$ cat src/rtl/gray_counter_ctrl_if.sv
// Bundle between the probador, one gray counter instance and its run controller.
interface gray_counter_ctrl_if #(
  parameter int unsigned WIDTH = 5,
  parameter int unsigned CNT_W = 8
);
  logic             start;
  logic [CNT_W-1:0] num_counts;
  logic             stop;
  logic [WIDTH-1:0] gray_in;
  logic             enable;
  logic             busy;
  logic             done;
  logic             error;
  logic [CNT_W-1:0] error_count;
  logic             aborted;
  logic [WIDTH-1:0] last_gray;

  modport master (
    output start, num_counts, stop, gray_in,
    input  enable, busy, done, error, error_count, aborted, last_gray
  );

  modport slave (
    input  start, num_counts, stop, gray_in,
    output enable, busy, done, error, error_count, aborted, last_gray
  );
endinterface

$ cat src/rtl/gray_counter_ctrl.sv
// Run controller for a gray counter: issues num_counts enables, then checks
// each counter advance against the expected next gray code.
module gray_counter_ctrl #(
  parameter int unsigned WIDTH = 5,
  parameter int unsigned CNT_W = 8
) (
  input  logic               clk,
  input  logic               reset_L,
  gray_counter_ctrl_if.slave bus
);

  typedef enum logic [2:0] {S_IDLE, S_SYNC, S_RUN, S_DRAIN, S_DONE} state_e;

  state_e           state_q, state_d;
  logic             enable_q, enable_d;
  logic             en_d1_q;
  logic [CNT_W-1:0] remaining_q, remaining_d;
  logic [WIDTH-1:0] ref_q, ref_d;
  logic [WIDTH-1:0] last_q, last_d;
  logic             error_q, error_d;
  logic [CNT_W-1:0] ecnt_q, ecnt_d;
  logic             aborted_q, aborted_d;
  logic [WIDTH-1:0] next_bin;
  logic [WIDTH-1:0] exp_gray;

  function automatic logic [WIDTH-1:0] gray2bin(input logic [WIDTH-1:0] g);
    logic [WIDTH-1:0] b;
    b = g;
    for (int unsigned i = 1; i < WIDTH; i++) b = b ^ (g >> i);
    return b;
  endfunction

  assign next_bin = gray2bin(ref_q) + WIDTH'(1);
  assign exp_gray = next_bin ^ (next_bin >> 1);

  always_ff @(posedge clk or negedge reset_L) begin
    if (!reset_L) begin
      state_q     <= S_IDLE;
      enable_q    <= 1'b0;
      en_d1_q     <= 1'b0;
      remaining_q <= '0;
      ref_q       <= '0;
      last_q      <= '0;
      error_q     <= 1'b0;
      ecnt_q      <= '0;
      aborted_q   <= 1'b0;
    end else begin
      state_q     <= state_d;
      enable_q    <= enable_d;
      en_d1_q     <= enable_q;
      remaining_q <= remaining_d;
      ref_q       <= ref_d;
      last_q      <= last_d;
      error_q     <= error_d;
      ecnt_q      <= ecnt_d;
      aborted_q   <= aborted_d;
    end
  end

  always_comb begin
    state_d     = state_q;
    enable_d    = 1'b0;
    remaining_d = remaining_q;
    ref_d       = ref_q;
    last_d      = last_q;
    error_d     = error_q;
    ecnt_d      = ecnt_q;
    aborted_d   = aborted_q;

    // Reference follows the observed value even on a mismatch, so a single
    // glitch counts once instead of cascading through the rest of the run.
    if (en_d1_q) begin
      if (bus.gray_in != exp_gray) begin
        error_d = 1'b1;
        if (ecnt_q != '1) ecnt_d = ecnt_q + CNT_W'(1);
      end
      ref_d  = bus.gray_in;
      last_d = bus.gray_in;
    end

    unique case (state_q)
      S_IDLE: begin
        if (bus.start) begin
          error_d   = 1'b0;
          ecnt_d    = '0;
          aborted_d = 1'b0;
          if (bus.num_counts != '0) begin
            remaining_d = bus.num_counts;
            state_d     = S_SYNC;
          end else begin
            state_d = S_DONE;
          end
        end
      end
      S_SYNC: begin
        ref_d  = bus.gray_in;
        last_d = bus.gray_in;
        if (bus.stop) begin
          aborted_d = 1'b1;
          state_d   = S_DRAIN;
        end else begin
          enable_d = 1'b1;
          state_d  = S_RUN;
        end
      end
      S_RUN: begin
        remaining_d = remaining_q - CNT_W'(1);
        if (bus.stop) begin
          aborted_d = 1'b1;
          state_d   = S_DRAIN;
        end else if (remaining_q == CNT_W'(1)) begin
          state_d = S_DRAIN;
        end else begin
          enable_d = 1'b1;
        end
      end
      S_DRAIN: begin
        if (!en_d1_q) state_d = S_DONE;
      end
      S_DONE:  state_d = S_IDLE;
      default: state_d = S_IDLE;
    endcase
  end

  assign bus.enable      = enable_q;
  assign bus.busy        = (state_q == S_SYNC) || (state_q == S_RUN) || (state_q == S_DRAIN);
  assign bus.done        = (state_q == S_DONE);
  assign bus.error       = error_q;
  assign bus.error_count = ecnt_q;
  assign bus.aborted     = aborted_q;
  assign bus.last_gray   = last_q;

endmodule

$ cat src/flat_wrapper.sv
// flat-port wrapper written by rule: the top's interface ports become plain ports
module gray_counter_ctrl_flat 
#(
  parameter int unsigned WIDTH = 5,
  parameter int unsigned CNT_W = 8
)
  (clk, reset_L, bus_start, bus_num_counts, bus_stop, bus_gray_in, bus_enable, bus_busy, bus_done, bus_error, bus_error_count, bus_aborted, bus_last_gray);
  gray_counter_ctrl_if #(.WIDTH(WIDTH), .CNT_W(CNT_W)) bus_i ();
  input  logic clk;
  input  logic reset_L;
  input wire logic [$bits(bus_i.start)-1:0] bus_start;
  input wire logic [$bits(bus_i.num_counts)-1:0] bus_num_counts;
  input wire logic [$bits(bus_i.stop)-1:0] bus_stop;
  input wire logic [$bits(bus_i.gray_in)-1:0] bus_gray_in;
  output wire logic [$bits(bus_i.enable)-1:0] bus_enable;
  output wire logic [$bits(bus_i.busy)-1:0] bus_busy;
  output wire logic [$bits(bus_i.done)-1:0] bus_done;
  output wire logic [$bits(bus_i.error)-1:0] bus_error;
  output wire logic [$bits(bus_i.error_count)-1:0] bus_error_count;
  output wire logic [$bits(bus_i.aborted)-1:0] bus_aborted;
  output wire logic [$bits(bus_i.last_gray)-1:0] bus_last_gray;
  assign bus_i.start = bus_start;
  assign bus_i.num_counts = bus_num_counts;
  assign bus_i.stop = bus_stop;
  assign bus_i.gray_in = bus_gray_in;
  assign bus_enable = bus_i.enable;
  assign bus_busy = bus_i.busy;
  assign bus_done = bus_i.done;
  assign bus_error = bus_i.error;
  assign bus_error_count = bus_i.error_count;
  assign bus_aborted = bus_i.aborted;
  assign bus_last_gray = bus_i.last_gray;
  gray_counter_ctrl #(.WIDTH(WIDTH), .CNT_W(CNT_W)) u_core (.clk(clk), .reset_L(reset_L), .bus(bus_i));
endmodule
$ cat config.mk
export PLATFORM = sky130hd
export DESIGN_NAME = gray_counter_ctrl_flat
export DESIGN_NICKNAME = d
export VERILOG_FILES = /design/src/rtl/gray_counter_ctrl_if.sv /design/src/rtl/gray_counter_ctrl.sv /design/src/flat_wrapper.sv
export SDC_FILE = /design/constraint.sdc
export NUM_CORES = 1
export LEC_CHECK = 0
export ABC_CLOCK_PERIOD_IN_PS = 6600
export CORE_MARGIN = 2
export CORE_UTILIZATION = 29
export CTS_CLUSTER_DIAMETER = 60
export DETAILED_ROUTE_END_ITERATION = 10
export GPL_ROUTABILITY_DRIVEN = 1
export HOLD_SLACK_MARGIN = 0.05
export SETUP_SLACK_MARGIN = 0.4
export SYNTH_ARGS = -nofsm -noshare
export SYNTH_HDL_FRONTEND = slang
export SYNTH_SLANG_ARGS = --single-unit
export TNS_END_PERCENT = 5
$ cat constraint.sdc
create_clock -name clk -period 6.6 [get_ports clk]
set_input_delay 0.99 -clock clk [delete_from_list [all_inputs] [get_ports clk]]
set_output_delay 0.99 -clock clk [all_outputs]
set_load 0.02 [all_outputs]
* Yosys cells after proc, flatten, opt, wreduce, memory -nomap -nowiden *
Index checks and enable logic that the tools add are counted.

cells by class
  add/sub/neg operators = 3
  eq/ne operators = 12
  multiplexer cells = 28
  bitwise gates (word level) = 5
  reductions and logical operators = 11

operators with widths
  kind                   count
  $mux W8                7
  $pmux W8 S2            1
  $mux W3                5
  $pmux W3 S4            1
  $mux W1                10
  $mux W5                2
  $xor A5 B4 Y5          2
  $reduce_and A3 Y1      3
  $add A8 B1 Y8 const B  1
  $eq A8 B1 Y1 const B   1
  $ne A8 B8 Y1 const B   1
  $reduce_bool A8 Y1     1
  $sub A8 B1 Y8 const B  1
  $eq A3 B2 Y1 const B   2
  $reduce_bool A2 Y1     3
  $add A5 B1 Y5 const B  1
  $ne A5 B5 Y1           1
  $xor A5 B1 Y5          1
  $xor A5 B2 Y5          1
  $xor A5 B3 Y5          1
  $ne A2 B1 Y1 const B   2
  $ne A2 B2 Y1 const B   2
  $pmux W1 S2            2
  $eq A3 B1 Y1 const B   1
  other kinds (5)        6

word-level totals
  register bits = 28
  input port bits = 17
  logic and storage cells = 67

* Logic depth before layout (Yosys ltp) *
  depth in word-level cells = 11
  mapped depth = 10

* Worst setup path before layout *
OpenSTA, ideal clock, no wires.

  path type = reg-to-reg
  from = register u_core.ref_q[4]
  to = register u_core.ecnt_q[1], in the netlist u_core.bus.error_count[1]
  data arrival time = 3.018 ns
  data required time = 6.479 ns
  path slack = 3.462 ns
  stages on the path, launching flop included = 11
  clock period less this slack = 3.138 ns
  cells stage by stage = dfrtp_1 -> xor2_2 -> xnor3_2 -> ha_1 -> nor2b_1 -> mux2_1 -> or4_4 -> a221oi_4 -> buf_6 -> nor2_1 -> a41o_1

on the way
  cells in the longest elaborated chain, start to end = 11

ends and longest elaborated chain
  what                    RTL line                 text
  from (decl)             gray_counter_ctrl.sv:18  logic [WIDTH-1:0] ref_q, ref_d;
  from (signal assigned)  gray_counter_ctrl.sv:52  ref_q <= ref_d;
  $xor A5 B4 Y5           gray_counter_ctrl.sv:29  for (int unsigned i = 1; i < WIDTH; i++) b = b ^ (g >> i);
  $xor A5 B3 Y5           gray_counter_ctrl.sv:29
  $xor A5 B2 Y5           gray_counter_ctrl.sv:29
  $xor A5 B1 Y5 *         gray_counter_ctrl.sv:29
  $add A5 B1 Y5 *         gray_counter_ctrl.sv:33  assign next_bin = gray2bin(ref_q) + WIDTH'(1);
  $xor A5 B4 Y5 *         gray_counter_ctrl.sv:34  assign exp_gray = next_bin ^ (next_bin >> 1);
  $ne A5 B5 Y1 *          gray_counter_ctrl.sv:73  if (bus.gray_in != exp_gray) begin
  $mux W8 *               gray_counter_ctrl.sv:73
  $mux W8 *               gray_counter_ctrl.sv:72  if (en_d1_q) begin
  $mux W8                 gray_counter_ctrl.sv:83  if (bus.start) begin
  $mux W8 *               gray_counter_ctrl.sv:81  unique case (state_q)
  net u_core.ecnt_d[1]    gray_counter_ctrl.sv:21  logic [CNT_W-1:0] ecnt_q, ecnt_d;
  to (signal assigned)    gray_counter_ctrl.sv:55  ecnt_q <= ecnt_d;
  to (decl)               gray_counter_ctrl.sv:21

The timed path passes the listed nets; every way through them passes the cells marked *.
A chain may end at the register's enable or synchronous reset.

* Worst setup path after layout *
Ends and elaborated chain as after synthesis.

==> impl_metrics.ini <==
[sta]
hold_viol_final = 0
final.min_clock_period_ps = 3310
worst_pin_slew_ps = 713
max_slew_margin = 0.522
setup_tns_ps = 0
worst_slack_ps = 3290
rsz0062_at_grt = no
fin_crit_sh = 0.502
skew_ps = 9.35
fmax_mhz = 302
maxSlewViolCount = 0
setup_viol = 0

[cells_and_area]
final_nets = 247
fillers = 621
n_antenna_cell = 0
layout-drive-gt1-share = 0.0756
syn2layout_area_growth_pct = 27.5

[synth]
ys_ff_latch = 28
syn_area_mm2 = 0.00176
synth-edff-count = 0
yosysWarnings = 0
synth_nets = 213
post_synth_inst_count = 192
ys.flop_type = dfrtp_1
seq_area_frac_synth = 0.399
synth.avg_cell_area_um2 = 9.15
async_flop_share = 1.00
yosys.cell_types.count = 47

[critical_path]
worstSetupStartpointType = register
crit_start = u_core.ref_q[4]$_DFFE_PN0P_
critPathKind = register to register
path_delay_family = compound AO/OA/AOI/OAI gates
r2r-start = u_core.ref_q[4]$_DFFE_PN0P_
cp.buffers_inverters = 0
r2r.worst_path.cells = 9
crit_path_end = u_core.bus.error_count[1]$_DFF_PN0_
crit_path_end_kind = register
reg2reg_to = u_core.bus.error_count[1]$_DFF_PN0_
cpPeakStageDelay_ps = 550
critical_path_depth = 9
worstPathArrival_ps = 3500
cp_max_fo = 14
crit_chain = xor2_2, xnor3_2, ha_1, nor2b_1, mux2_1, or4_4, a221oi_4, nor2_1, a41o_1
r2r_setup_slack_ps = 3290
required_ps = 6790
cpMaxStageDelayCell = a221oi_4

[place]
io_buffer_count = 34
dp.final_hpwl_um = 2990
dp_slack_ps = 3320
gp_congestion = 0.825

[floorplanning]
dieArea_mm2 = 0.00670
rows = 28
die_h_um = 81.8
initial_core_util = 0.298
core-area_mm2 = 0.00589
ios = 35
dieWidth_um = 81.8

[clock_network]
clockBufferDepth = 2
cts_hold_buf = 0
clock-root-buffer = clkbuf_8
cts_htree_levels = 1
insertion_delay_ps = 280
postCtsSetupRepairBufs = 0
cts_buffers = 3
clock-sinks = 28
cts_resized = 0
path_clk_slew_ps = 110
cts_tree = built

[min_path]
min_path_type = register to register
min_path_cells = 0

[power_and_ir_drop]
powerDensity_mw_per_mm2 = 611
ir_drop_v = 0.000370
total_power_uw = 1370
p_leak_uw = 0.000903

[grt]
grt_usage = 0.125
grt_pass1_vias = 1425
grt_pass1_wl_um = 6600
grt_antenna_before_repair = 0
grt_start_max_net_pins = 29
globalRouteOverflowTotal = 0

[routing]
routed_via_density = 5.10
drt-total-wl_um = 3930
dr.pass1.iters = 4
route.detailed.drc = 0
ant_nets = 0
wl_per_cell_um = 13.1
drt_iter0_drc = 82
dr_total_vias = 1530

[status]
outcome = finished, final reports clean

[run]
drv_cap = 0
cell usage after synthesis (3+ instances only):
cell | instances | area [um2]
a22oi_1 | 3 | 22.5
nand3_1 | 8 | 40.0
a31oi_1 | 3 | 18.8
o211ai_1 | 3 | 22.5
nor3_1 | 8 | 40.0
mux2_2 | 3 | 33.8
or4_1 | 3 | 22.5
a21oi_1 | 12 | 60.1
inv_1 | 12 | 45.0
clkbuf_1 | 5 | 18.8
o21ai_0 | 17 | 85.1
nor4_1 | 5 | 31.3
nand2_1 | 13 | 48.8
nor2_1 | 16 | 60.1
ha_1 | 4 | 50.1
xnor2_1 | 6 | 52.6
o31ai_1 | 4 | 30.0
a211oi_1 | 4 | 30.0
dfrtp_1 | 28 | 701
nand2b_1 | 3 | 18.8
placed cells by master (no fill, tap or decap), drive strengths merged, types with 2 or more instances in the layout:
cell type	n
a41o	2
or4	5
nor3	9
mux2i	2
nand3b	2
nor3b	2
o21ai	18
a211oi	4
a22oi	3
nand2b	3
nor2	16
clkdlybuf4s50	34
o21a	2
xor2	2
dfrtp	28
a21oi	12
xnor2	7
nand2	14
nand3	8
ha	4
clkbuf	3
a31oi	3
inv	12
o31ai	4
o211ai	3
nor4	5
mux2	4
area by class of cell:
cell class / instances / area (um2) / area share
Multi-Input combinational cell: 146 / 981 / 0.438
Tap cell: 75 / 93.8 / 0.0419
Inverter: 12 / 45.0 / 0.0201
Clock buffer: 3 / 41.3 / 0.0184
Clock inverter: 1 / 30.0 / 0.0134
Timing Repair Buffer: 35 / 348 / 0.155
Sequential cell: 28 / 701 / 0.313
per-stage QoR:
stage,hold slack [ps],instances,utilization,cell area [um2]
final,392,300,0.381,2240
after floorplan,471,192,-,1760
after detailed placement,399,296,0.368,2170
after CTS,421,300,0.381,2240
after global placement,398,296,0.368,2170
after global routing,417,300,0.381,2240
kinds of logic after synthesis:
logic type / Yosys count / share of synthesized area
AO/OA/AOI/OAI: 58 / 0.221
XOR/XNOR: 10 / 0.0670
adder cells (fa/ha/maj): 4 / 0.0285
buffers and inverters: 18 / 0.0427
flip-flops: 28 / 0.399
multiplexers: 6 / 0.0370
AND/OR/NAND/NOR: 68 / 0.205
sequential cells by signal (all words and copies together), names as in the netlist:
register / count
u_core.bus.enable: 1
u_core.en_d1_q: 1
u_core.state_q: 3
u_core.bus.error_count: 8
u_core.remaining_q: 8
u_core.bus.error: 1
u_core.bus.aborted: 1
u_core.ref_q: 5
routing by layer:
layer / vias up / wire length, um / GRT usage / part of all wire
met5: - / 0 / 0 / 0
met1: 727 / 1740 / 0.157 / 0.44
li1: 771 / - / - / -
met2: 30 / 2010 / 0.228 / 0.51
met4: 0 / 10 / 0.0150 / 0.0025
met3: 2 / 166 / 0.0231 / 0.042
power by group:
part	leakage, uW	switching (uW)	total [uW]	internal, uW
Sequential	0.000351	97.2	338	241
Clock	0.0000357	57.9	139	81.3
Combinational	0.000516	470	890	420
worst min-delay path by stage:
stage                                            from                           endpoint
detailed placement        u_core.bus.enable$_DFF_PN0_           u_core.en_d1_q$_DFF_PN0_
CTS                       u_core.bus.enable$_DFF_PN0_           u_core.en_d1_q$_DFF_PN0_
floorplan           u_core.remaining_q[6]$_DFFE_PN0P_  u_core.remaining_q[6]$_DFFE_PN0P_
global placement          u_core.bus.enable$_DFF_PN0_           u_core.en_d1_q$_DFF_PN0_
global route              u_core.bus.enable$_DFF_PN0_           u_core.en_d1_q$_DFF_PN0_
finish                    u_core.bus.enable$_DFF_PN0_           u_core.en_d1_q$_DFF_PN0_
Power figures use the tool's default switching activity.
